## src/rtl/tdc_uart_tx.sv

```systemverilog
// tdc_uart_tx: byte console transmitter; 16-entry FIFO feeding an 8N1 serialiser
// whose bit period (div_i, minimum 2) is latched at each pop.
module tdc_uart_tx #(
   parameter int unsigned DEPTH_LOG2 = 4,
   parameter int unsigned DIV_WIDTH  = 16
) (
   input  logic                 wb_clk_i,
   input  logic                 wb_rst_i,
   input  logic [DIV_WIDTH-1:0] div_i,
   input  logic                 wr_en_i,
   input  logic [7:0]           wr_data_i,
   output logic                 full_o,
   output logic [DEPTH_LOG2:0]  level_o,
   output logic                 busy_o,
   output logic                 ovf_o,
   input  logic                 clr_ovf_i,
   output logic                 ser_tx_o
);

   localparam int unsigned DEPTH = 1 << DEPTH_LOG2;

   typedef enum logic [1:0] {IDLE, START, DATA, STOP} state_t;

   logic [7:0]            mem_q [DEPTH];
   logic [DEPTH_LOG2-1:0] wr_ptr_q, wr_ptr_d, rd_ptr_q, rd_ptr_d;
   logic [DEPTH_LOG2:0]   level_q, level_d;
   logic                  full_q, full_d;
   logic                  ovf_q, ovf_d;
   logic                  tx_q, tx_d;
   state_t                state_q, state_d;
   logic [DIV_WIDTH-1:0]  div_q, div_d, cnt_q, cnt_d, eff_div;
   logic [2:0]            bit_q, bit_d;
   logic [7:0]            shift_q, shift_d;
   logic                  push, pop;

   assign eff_div = (div_i < DIV_WIDTH'(2)) ? DIV_WIDTH'(2) : div_i;
   assign push    = wr_en_i & ~full_q;
   assign pop     = (state_q == IDLE) && (level_q != '0);

   assign full_o   = full_q;
   assign level_o  = level_q;
   assign ovf_o    = ovf_q;
   assign ser_tx_o = tx_q;
   assign busy_o   = (state_q != IDLE) || (level_q != '0);

   always_comb begin
      wr_ptr_d = wr_ptr_q;
      rd_ptr_d = rd_ptr_q;
      level_d  = level_q;
      ovf_d    = ovf_q;
      if (push) wr_ptr_d = wr_ptr_q + DEPTH_LOG2'(1);
      if (pop)  rd_ptr_d = rd_ptr_q + DEPTH_LOG2'(1);
      if (push && !pop)      level_d = level_q + (DEPTH_LOG2+1)'(1);
      else if (!push && pop) level_d = level_q - (DEPTH_LOG2+1)'(1);
      // a write against a full FIFO wins over a same-cycle clear
      if (wr_en_i && full_q) ovf_d = 1'b1;
      else if (clr_ovf_i)    ovf_d = 1'b0;
      full_d = level_d[DEPTH_LOG2];
   end

   always_comb begin
      state_d = state_q;
      div_d   = div_q;
      cnt_d   = cnt_q;
      bit_d   = bit_q;
      shift_d = shift_q;
      unique case (state_q)
         IDLE: begin
            if (pop) begin
               shift_d = mem_q[rd_ptr_q];
               div_d   = eff_div;
               cnt_d   = eff_div - DIV_WIDTH'(1);
               bit_d   = '0;
               state_d = START;
            end
         end
         START: begin
            if (cnt_q == '0) begin
               cnt_d   = div_q - DIV_WIDTH'(1);
               state_d = DATA;
            end else begin
               cnt_d = cnt_q - DIV_WIDTH'(1);
            end
         end
         DATA: begin
            if (cnt_q == '0) begin
               cnt_d   = div_q - DIV_WIDTH'(1);
               shift_d = {1'b0, shift_q[7:1]};
               if (bit_q == 3'd7) state_d = STOP;
               else               bit_d   = bit_q + 3'd1;
            end else begin
               cnt_d = cnt_q - DIV_WIDTH'(1);
            end
         end
         STOP: begin
            if (cnt_q == '0) state_d = IDLE;
            else             cnt_d   = cnt_q - DIV_WIDTH'(1);
         end
         default: state_d = IDLE;
      endcase
      // line level is registered from the next state, so no extra latency is added
      unique case (state_d)
         START:   tx_d = 1'b0;
         DATA:    tx_d = shift_d[0];
         default: tx_d = 1'b1;
      endcase
   end

   always_ff @(posedge wb_clk_i) begin
      if (push) mem_q[wr_ptr_q] <= wr_data_i;
   end

   always_ff @(posedge wb_clk_i) begin
      if (wb_rst_i) begin
         wr_ptr_q <= '0;
         rd_ptr_q <= '0;
         level_q  <= '0;
         full_q   <= 1'b0;
         ovf_q    <= 1'b0;
         tx_q     <= 1'b1;
         state_q  <= IDLE;
         div_q    <= DIV_WIDTH'(2);
         cnt_q    <= '0;
         bit_q    <= '0;
         shift_q  <= '0;
      end else begin
         wr_ptr_q <= wr_ptr_d;
         rd_ptr_q <= rd_ptr_d;
         level_q  <= level_d;
         full_q   <= full_d;
         ovf_q    <= ovf_d;
         tx_q     <= tx_d;
         state_q  <= state_d;
         div_q    <= div_d;
         cnt_q    <= cnt_d;
         bit_q    <= bit_d;
         shift_q  <= shift_d;
      end
   end

endmodule

```

## config.mk

```make
export PLATFORM = sky130hd
export DESIGN_NAME = tdc_uart_tx
export DESIGN_NICKNAME = d
export VERILOG_FILES = /design/src/rtl/tdc_uart_tx.sv
export SDC_FILE = /design/constraint.sdc
export NUM_CORES = 1
export LEC_CHECK = 0
export CORE_MARGIN = 1.5
export CORE_UTILIZATION = 35
export DETAILED_ROUTE_END_ITERATION = 6
export PLACE_DENSITY = 0.58
export SLEW_MARGIN = 20
export SYNTH_ARGS = -nofsm -noshare
export SYNTH_HDL_FRONTEND = slang
export SYNTH_SLANG_ARGS = --single-unit
```

## constraint.sdc

```tcl
create_clock -name wb_clk_i -period 6.9 [get_ports wb_clk_i]
set_clock_uncertainty 0.1 [all_clocks]
set_input_delay 1.725 -clock wb_clk_i [delete_from_list [all_inputs] [get_ports wb_clk_i]]
set_output_delay 1.725 -clock wb_clk_i [all_outputs]
set_load 0.02 [all_outputs]
```

# ---- After elaboration in Yosys (flattened, before gate mapping)
# Memory sizes are Yosys's and may differ from the RTL's. A register that Yosys moved wholly into a read port is not among the register bits.
# Index checks and enable logic that the tools add are counted.
# W data, S select, Z words.
dict set report totals {
  regBits 60
  mem_bits_rw 128
  elab_cells 80
  mem_count 1
  inputBits 28
}
dict set report op_classes {
  bitwise_logic 2
  n_reduce_logical 19
  muxes 27
  n_addsub 8
  magnitude_cmp 1
  n_eq_ne 10
}
# name depth word_bits rd rd_clocked_by_memory_dff write_ports line_no
set mem_list {}
lappend mem_list {mem_q 16 8 1 1 1 24} ;# logic [7:0] mem_q [DEPTH];
# op n
set op_table {}
lappend op_table {{$mux W16} 4}
lappend op_table {{$pmux W16 S3} 1}
lappend op_table {{$sub A16 B1 Y16 const B} 3}
lappend op_table {{$logic_not A16 Y1} 1}
lappend op_table {{$lt A16 B2 Y1 const B} 1}
lappend op_table {{$mux W8} 2}
lappend op_table {{$pmux W8 S2} 1}
lappend op_table {{$mux W2} 5}
lappend op_table {{$mux W5} 2}
lappend op_table {{$mux W3} 3}
lappend op_table {{$add A4 B1 Y4 const B} 2}
lappend op_table {{$mux W4} 2}
lappend op_table {{$ne A2 B2 Y1 const B} 4}
lappend op_table {{$pmux W2 S4} 1}
lappend op_table {{$reduce_bool A2 Y1} 4}
lappend op_table {{$eq A2 B2 Y1 const B} 3}
lappend op_table {{$pmux W3 S2} 1}
lappend op_table {{$add A5 B1 Y5 const B} 1}
lappend op_table {{$reduce_bool A5 Y1} 1}
lappend op_table {{$sub A5 B1 Y5 const B} 1}
lappend op_table {{$eq A2 B1 Y1 const B} 2}
lappend op_table {{$logic_and A1 B1 Y1} 4}
lappend op_table {{$mux W1} 4}
lappend op_table {{$reduce_and A2 Y1} 2}
lappend op_table {{other kinds (11)} 12}

# ---- Depth between registers and ports, before layout
# Gate-level depths: netlist (run 1).
dict set report logic_depth {
  word_depth 6
  depth_mapped 16
  ltp_nobuf 14
}

# ---- Worst setup path after synthesis (run 1)
# OpenSTA, ideal clock, no wires.
dict set report synth_path {
  path_type {input to register}
  start {in div_i[13]}
  end {reg cnt_q[6]}
  setup_slack_ns 2.557
  stages 10
  required_ns 6.699
  setup_ns 0.101
  n_path_buf 0
  arrival_ns 4.142
  path_cell_list {or4_1 or3_1 o41a_1 inv_1 ha_1 nand2b_1 nor4_1 xor2_1 a221oi_1 o41ai_1}
}
dict set report synth_via {
  elab_chain_len 5
}
# item line_no
set synth_lines {}
lappend synth_lines {{start, declared} 9} ;# input logic [DIV_WIDTH-1:0] div_i,
lappend synth_lines {{$lt A16 B2 Y1} 36} ;# assign eff_div = (div_i < DIV_WIDTH'(2)) ? DIV_WIDTH'(2) : div_i;
lappend synth_lines {{$mux W16} 36}
lappend synth_lines {{$sub A16 B1 Y16} 72} ;# cnt_d = eff_div - DIV_WIDTH'(1);
lappend synth_lines {{$mux W16} 69} ;# if (pop) begin
lappend synth_lines {{$pmux W16 S3} 67} ;# unique case (state_q)
lappend synth_lines {{end signal, assigned} 135} ;# cnt_q <= cnt_d;
lappend synth_lines {{end, declared} 31} ;# logic [DIV_WIDTH-1:0] div_q, div_d, cnt_q, cnt_d, eff_div;
# Every way passes these cells. The select of a mux whose other input is x is not followed.
# A chain may end at the register's enable or synchronous reset.

# ---- Worst setup path after layout (run 1)
dict set report layout_path {
  start {in div_i[10]}
  end {reg cnt_q[6]}
}
# The elaborated chain is that of the path after synthesis.

==> flow_summary_export.csv, run 1 <==
group,metric,value,unit
sta,fin_crit,4691,ps
detailed_routing,final_antenna_net_count,0,
worst_setup_path,start_kind,"primary input",
floorplan,row_count,57,
worst_setup_path,crit_path_end_kind,"flip-flop",
detailed_routing,routed_wl,19.80,mm
power_and_ir_drop,pwr-share-seq,38.4,%
power_and_ir_drop,switching_share,38.26,%
detailed_routing,wire_per_inst,18.53,um
place,place_congestion,0.8097,
global_route,grt_antenna_before_repair,0,
yosys,yosysSeqAreaShare,58.42,%
clocking,clockBufferDepth,2,
power_and_ir_drop,peakVddDrop,0.1789,mV
floorplan,die_h,161.3,um
floorplan,die_w,161.3,um
global_route,grt_use_met1,21.47,%
worst_setup_path,critical_path_class,"primary input to flip-flop",
detailed_routing,via_per_inst,5.309,
global_route,gr-usage-met3,2.876,%
cells_and_area,drive_gt1_share,12.21,%
hold_path,min_path_cells,2,
worst_setup_path,crit_path_max_fanout,6,
cells_and_area,nNetsFinal,779,
sta,setup_violations,0,
power_and_ir_drop,clockPowerShare,26.5,%
yosys,synth-edff-count,128,
global_route,busiest_layer,"met2",
clocking,clock_latency,450,ps
detailed_routing,vias,5675,
yosys,ys_seq_elements,192,
worst_setup_path,required,7150,ps
global_route,grt_pass1_vias,5575,
place,dp_hpwl,12.94,mm
yosys,synthArstFlopShare,0,%
clocking,cts_resized,0,
power_and_ir_drop,p_per_area,396.6,mW/mm^2
sta,fmax,213.2,MHz
clocking,cts.sinks,192,
power_and_ir_drop,pwr-share-comb,35.1,%
yosys,synth_cell_type_count,62,
yosys,synth_area_per_cell,12.44,um^2
floorplan,io_pins,37,
global_route,grt_pass1_wl,31.66,mm
detailed_routing,drt_iter0_markers,456,
worst_setup_path,cp.arrival,4940,ps
floorplan,dieArea,0.02602,mm^2
sta,slew_headroom,34.78,%
yosys,syn_nets,752,
clocking,cts-htree-levels,4,
sta,tightest_slew,973.0,ps
hold_path,worstHoldPathType,"flip-flop to flip-flop",
sta,final_hold_viol_count,0,
cells_and_area,finalInstanceArea,0.01012,mm^2
power_and_ir_drop,power.internal,0.002479,W
floorplan,start_util,35.86,%
detailed_routing,drc,0,
detailed_routing,first_pass_iters,4,
clocking,cts_tree,"built",
place,portBuffers,36,
yosys,netlist_instances,705,
sta,rsz0062_at_grt,"false",
global_route,grt_overflow,0,
yosys,ys.warnings.count,0,
power_and_ir_drop,p_switching,0.001536,W
flow_run,cap_violations,0,
sta,setup_slack,2209,ps
global_route,track_usage,15.92,%
yosys,synth_flop_cell,"edfxtp_1",
global_route,grt_max_degree,56,
worst_setup_path,worstRegToRegCells,13,
cells_and_area,area_growth,15.42,%
place,dpl_worst_slack,1760,ps
yosys,synthTopCellsByArea,"edfxtp_1 (44%), dfxtp_1 (15%), mux4_2 (9.0%)",
cells_and_area,antenna_cells,0,
sta,min_period_over_period,67.99,%
sta,tns,0,ps
clocking,cts_setup_buffers,0,
outcome,run_status,"completed",
yosys,post-synth-top-count-cell,"edfxtp_1",
yosys,synth_top_cells_by_count,"edfxtp_1 (128), nand2_1 (72), dfxtp_1 (64), nor2_1 (59), a21oi_1 (48)",
place,placed_cell_area,0.009465,mm^2
clocking,clk_pin_slew_worst_paths,90,ps
clocking,cts_buffers,17,
clocking,ctsHoldBuffers,0,
floorplan,core_area,0.02446,mm^2
clocking,root_buffer,"clkbuf_16",
yosys,synth_top_area_cell,"edfxtp_1",
sta,report.final.slew_viol_count,0,
yosys,syn-cell-area,0.008772,mm^2
global_route,grtUsageMet2,25.69,%
yosys,synth_top_area_share,43.82,%
power_and_ir_drop,leakage,3.320,nW
power_and_ir_drop,power.total,0.004015,W
[power groups by stage]
stage,Combinational (W),Sequential [W],Clock (W)
6_report,0.00141,0.00154,0.00106
5_1_grt,0.00156,0.00157,0.00113
3_3_place_gp,0.00141,0.00157,0
4_1_cts,0.00142,0.00154,0.00109
3_5_place_dp,0.00140,0.00157,0
2_1_floorplan,0.00105,0.00152,0
[cells by family (layout without fill, tap and decap cells)]
logic type	after synthesis	after routing	synth area share, %
simple gates	226	226	12.65
flops	192	192	58.42
compound gates	125	125	9.043
buf+inv	53	93	2.439
mux	47	47	10.36
xor+xnor	43	43	4.293
fa+ha+maj	19	19	2.796
[flip-flops by register name (all words and copies together), names as in the netlist, named ones only]
| register | cells |
|---|---|
| rd_ptr_q | 4 |
| ovf_o | 1 |
| shift_q | 8 |
| bit_q | 3 |
| mem_q | 128 |
| ser_tx_o | 1 |
| level_o | 5 |
| cnt_q | 16 |
| state_q | 2 |
| wr_ptr_q | 4 |
| div_q | 16 |
[cell type report]
| cell class | count | area (um^2) |
|---|---|---|
| Timing Repair Buffer | 46 | 430.4 |
| Clock inverter | 15 | 232.7 |
| Multi-Input combinational cell | 460 | 3447 |
| Sequential cell | 192 | 5127 |
| Fill cell | 2269 | 14340 |
| Tap cell | 324 | 405.4 |
| Clock buffer | 17 | 425.4 |
| Inverter | 15 | 56.30 |
[per-layer routing]
metal	share of wire [%]	routed length, um
met3	4.8	943
met2	47	9402
met5	0	0
met4	1.9	386
met1	46	9071
[worst paths after layout]
| check | from | end | slack, ps |
|---|---|---|---|
| worst max register to register | state_q[0] | level_o[4] | 3220 |
| worst min-delay path | shift_q[2] | shift_q[1] | 360 |
| worst min register to register | shift_q[2] | shift_q[1] | 360 |
| worst max-delay path | div_i[10] | cnt_q[6] | 2210 |
[critical path: stages]
cell and delay [ps]:
clkdlybuf4s50_1 540, or4_1 570, or3_1 410, o41a_1 370
inv_1 70, ha_1 170, nand2b_1 190, nor4_1 270
xor2_1 220, a221oi_1 100, o41ai_1 300
[layout by cell type, fill, tap and decap left out, types with 12 or more instances in the layout]
cell,n
nor3_1,22
clkbuf_16,17
nand2_1,72
xor2_1,24
xnor2_1,19
edfxtp_1,128
nor2_1,59
mux4_2,35
ha_1,18
nand3_1,14
a21oi_1,47
mux2i_1,12
clkdlybuf4s50_1,35
dfxtp_1,62
inv_1,14
o21ai_0,17
[stage by stage]
step                      std cells  util (%)  hold WS [ps]
after floorplan                 705         -         327.4
after global placement         1037     38.69         343.7
after detailed placement       1037     38.69         349.6
after CTS                      1069     41.38         362.4
after global routing           1069     41.39         388.8
final                          1069     41.39         356.6
Power figures use the tool's default switching activity.
==> run 2, diff against run 1 <==
--- a/config.mk
+++ b/config.mk
@@ -8,7 +8,7 @@
 export CORE_MARGIN = 1.5
 export CORE_UTILIZATION = 35
 export DETAILED_ROUTE_END_ITERATION = 6
-export PLACE_DENSITY = 0.58
+export PLACE_DENSITY = 0.6
 export SLEW_MARGIN = 20
 export SYNTH_ARGS = -nofsm -noshare
 export SYNTH_HDL_FRONTEND = slang
==> constraint.sdc (replaced) <==
create_clock -name wb_clk_i -period 3.8 [get_ports wb_clk_i]
set_clock_uncertainty 0.1 [all_clocks]
set_input_delay 0.95 -clock wb_clk_i [delete_from_list [all_inputs] [get_ports wb_clk_i]]
set_output_delay 0.95 -clock wb_clk_i [all_outputs]
set_load 0.02 [all_outputs]
==> run 2 against run 1 <==
Clock-buffer cell count stayed put; non-clock buffer count grew 37; power increased by 84%; combinational power rose by 87%; clock power rose by 86%; highest routed layer unchanged.
==> flow_summary_export.csv, run 2 (synthesis gave the netlist of run 1 again) <==
group,metric,value,unit
detailed_routing,via_per_inst,5.233,
cells_and_area,reg_top3,"mem_q: 128 flops, cnt_q: 16 flops, div_q: 16 flops",
cells_and_area,nNetsFinal,816,
cells_and_area,fillerInstances,2250,
power_and_ir_drop,p_per_area,709.4,mW/mm^2
sta,setup_violations,0,
power_and_ir_drop,p_switching,0.002828,W
floorplan,die_w,161.3,um
sta,tns,0,ps
clocking,clockBufferDepth,2,
cells_and_area,drive_gt1_share,16.11,%
power_and_ir_drop,pwr-share-seq,37.8,%
worst_setup_path,crit_end,"cnt_q[6]",
cells_and_area,largest_register_ff_count,128,
place,dpl_worst_slack,-362.6,ps
worst_setup_path,worstRegToRegCells,8,
global_route,track_usage,16.11,%
cells_and_area,final_common_cell,"edfxtp_1",
power_and_ir_drop,power.internal,0.004566,W
clocking,clk_pin_slew_worst_paths,80,ps
global_route,grt_overflow,0,
floorplan,row_count,57,
floorplan,start_util,35.86,%
outcome,run_status,"completed",
cells_and_area,area_growth,18.81,%
flow_run,cap_violations,0,
clocking,cts_setup_buffers,0,
worst_setup_path,worst_setup_path_startpoint,"div_i[12]",
clocking,root_buffer,"clkbuf_16",
hold_path,worstHoldPathType,"flip-flop to flip-flop",
clocking,cts_resized,0,
worst_setup_path,start_kind,"primary input",
place,portBuffers,36,
worst_setup_path,cp.arrival,3760,ps
cells_and_area,final_cell_mix,"edfxtp_1 (128), nand2_1 (72), dfxtp_1 (63)",
detailed_routing,drc,0,
cells_and_area,largest_register,"mem_q",
power_and_ir_drop,peakVddDrop,0.3231,mV
detailed_routing,drt_iter0_markers,394,
clocking,cts-htree-levels,4,
clocking,cts_buffers,17,
worst_setup_path,r2r-end,"ser_tx_o",
global_route,grt_antenna_before_repair,0,
sta,rsz0062_at_grt,"false",
worst_setup_path,r2r-start,"cnt_q[0]",
detailed_routing,wire_per_inst,18.00,um
worst_setup_path,crit_path_max_fanout,2,
cells_and_area,multi_input_area,0.003443,mm^2
clocking,cts.sinks,192,
detailed_routing,routed_wl,19.91,mm
sta,fmax,283.7,MHz
place,dp_hpwl,13.35,mm
detailed_routing,vias,5788,
clocking,cts_tree,"built",
worst_setup_path,critical_path_class,"primary input to flip-flop",
cells_and_area,seq_area,0.005126,mm^2
global_route,grt_max_degree,36,
sta,setup_slack,275.2,ps
clocking,clock_latency,450,ps
detailed_routing,first_pass_iters,5,
place,place_congestion,0.8555,
floorplan,die_h,161.3,um
worst_setup_path,required,4040,ps
global_route,grt_pass1_vias,5793,
sta,tightest_slew,1047,ps
floorplan,dieArea,0.02602,mm^2
sta,slew_headroom,29.75,%
power_and_ir_drop,switching_share,38.24,%
floorplan,io_pins,37,
power_and_ir_drop,clockPowerShare,26.7,%
detailed_routing,final_antenna_net_count,0,
cells_and_area,antenna_cells,0,
clocking,ctsHoldBuffers,0,
sta,fin_crit,3525,ps
sta,report.final.slew_viol_count,0,
power_and_ir_drop,leakage,3.517,nW
floorplan,core_area,0.02446,mm^2
sta,final_hold_viol_count,0,
sta,min_period_over_period,92.76,%
global_route,grt_pass1_wl,32.29,mm
hold_path,min_path_cells,2,
worst_setup_path,r2r_slack,900,ps
worst_setup_path,crit_path_end_kind,"flip-flop",
power_and_ir_drop,pwr-share-comb,35.6,%
run 2: layout make-up:
type | count | share of cell area [%]
inverter | 15 | 0.5402
multi-input combinational | 460 | 33.04
sequential | 192 | 49.18
clock buffer | 17 | 4.082
clock inverter | 15 | 2.329
timing repair buffer | 83 | 6.939
tap | 324 | 3.890
run 2: power groups by stage:
stage / combinational (W) / clock, W / sequential, W
floorplan: 0.00191 / 0 / 0.00276
global placement: 0.00262 / 0 / 0.00283
detailed placement: 0.00262 / 0 / 0.00284
CTS: 0.00264 / 0.00201 / 0.00279
global route: 0.00291 / 0.00210 / 0.00284
finish: 0.00263 / 0.00197 / 0.00279
run 2: routing by layer:
layer  vias up  track usage [%]  share of wire [%]
met4         0            5.766                1.8
li1       2789                -                  -
met2       152            25.38                 47
met5         -                0                  0
met3        25            3.005                4.2
met1      2822            22.23                 47
run 2: metrics by stage:
step	utilization, %	cell area, um^2	total power [W]	hold WS [ps]	cells
floorplan	-	8772	0.004664	327.4	705
CTS	42.57	10410	0.007446	359.8	1106
detailed placement	39.84	9746	0.005458	347.8	1074
global placement	39.84	9746	0.005452	344.7	1074
finish	42.61	10420	0.007394	359.1	1106
global route	42.61	10420	0.007854	383.4	1106
run 2: how the worst min path moves through the flow:
stage | end | start | slack [ps]
after floorplan | shift_q[4] | shift_q[5] | 330
after global placement | shift_q[3] | shift_q[4] | 340
after detailed placement | shift_q[4] | shift_q[5] | 350
after CTS | shift_q[4] | shift_q[5] | 360
after global routing | shift_q[4] | shift_q[5] | 380
final | shift_q[4] | shift_q[5] | 360
run 2: critical path, cell delays in order:
cell,delay [ps]
clkdlybuf4s50_1,440
or4_1,540
or3_1,360
o41a_1,350
inv_1,70
ha_1,160
nand2b_1,90
nor4_2,180
xor2_1,240
a21oi_1,100
o41ai_1,280
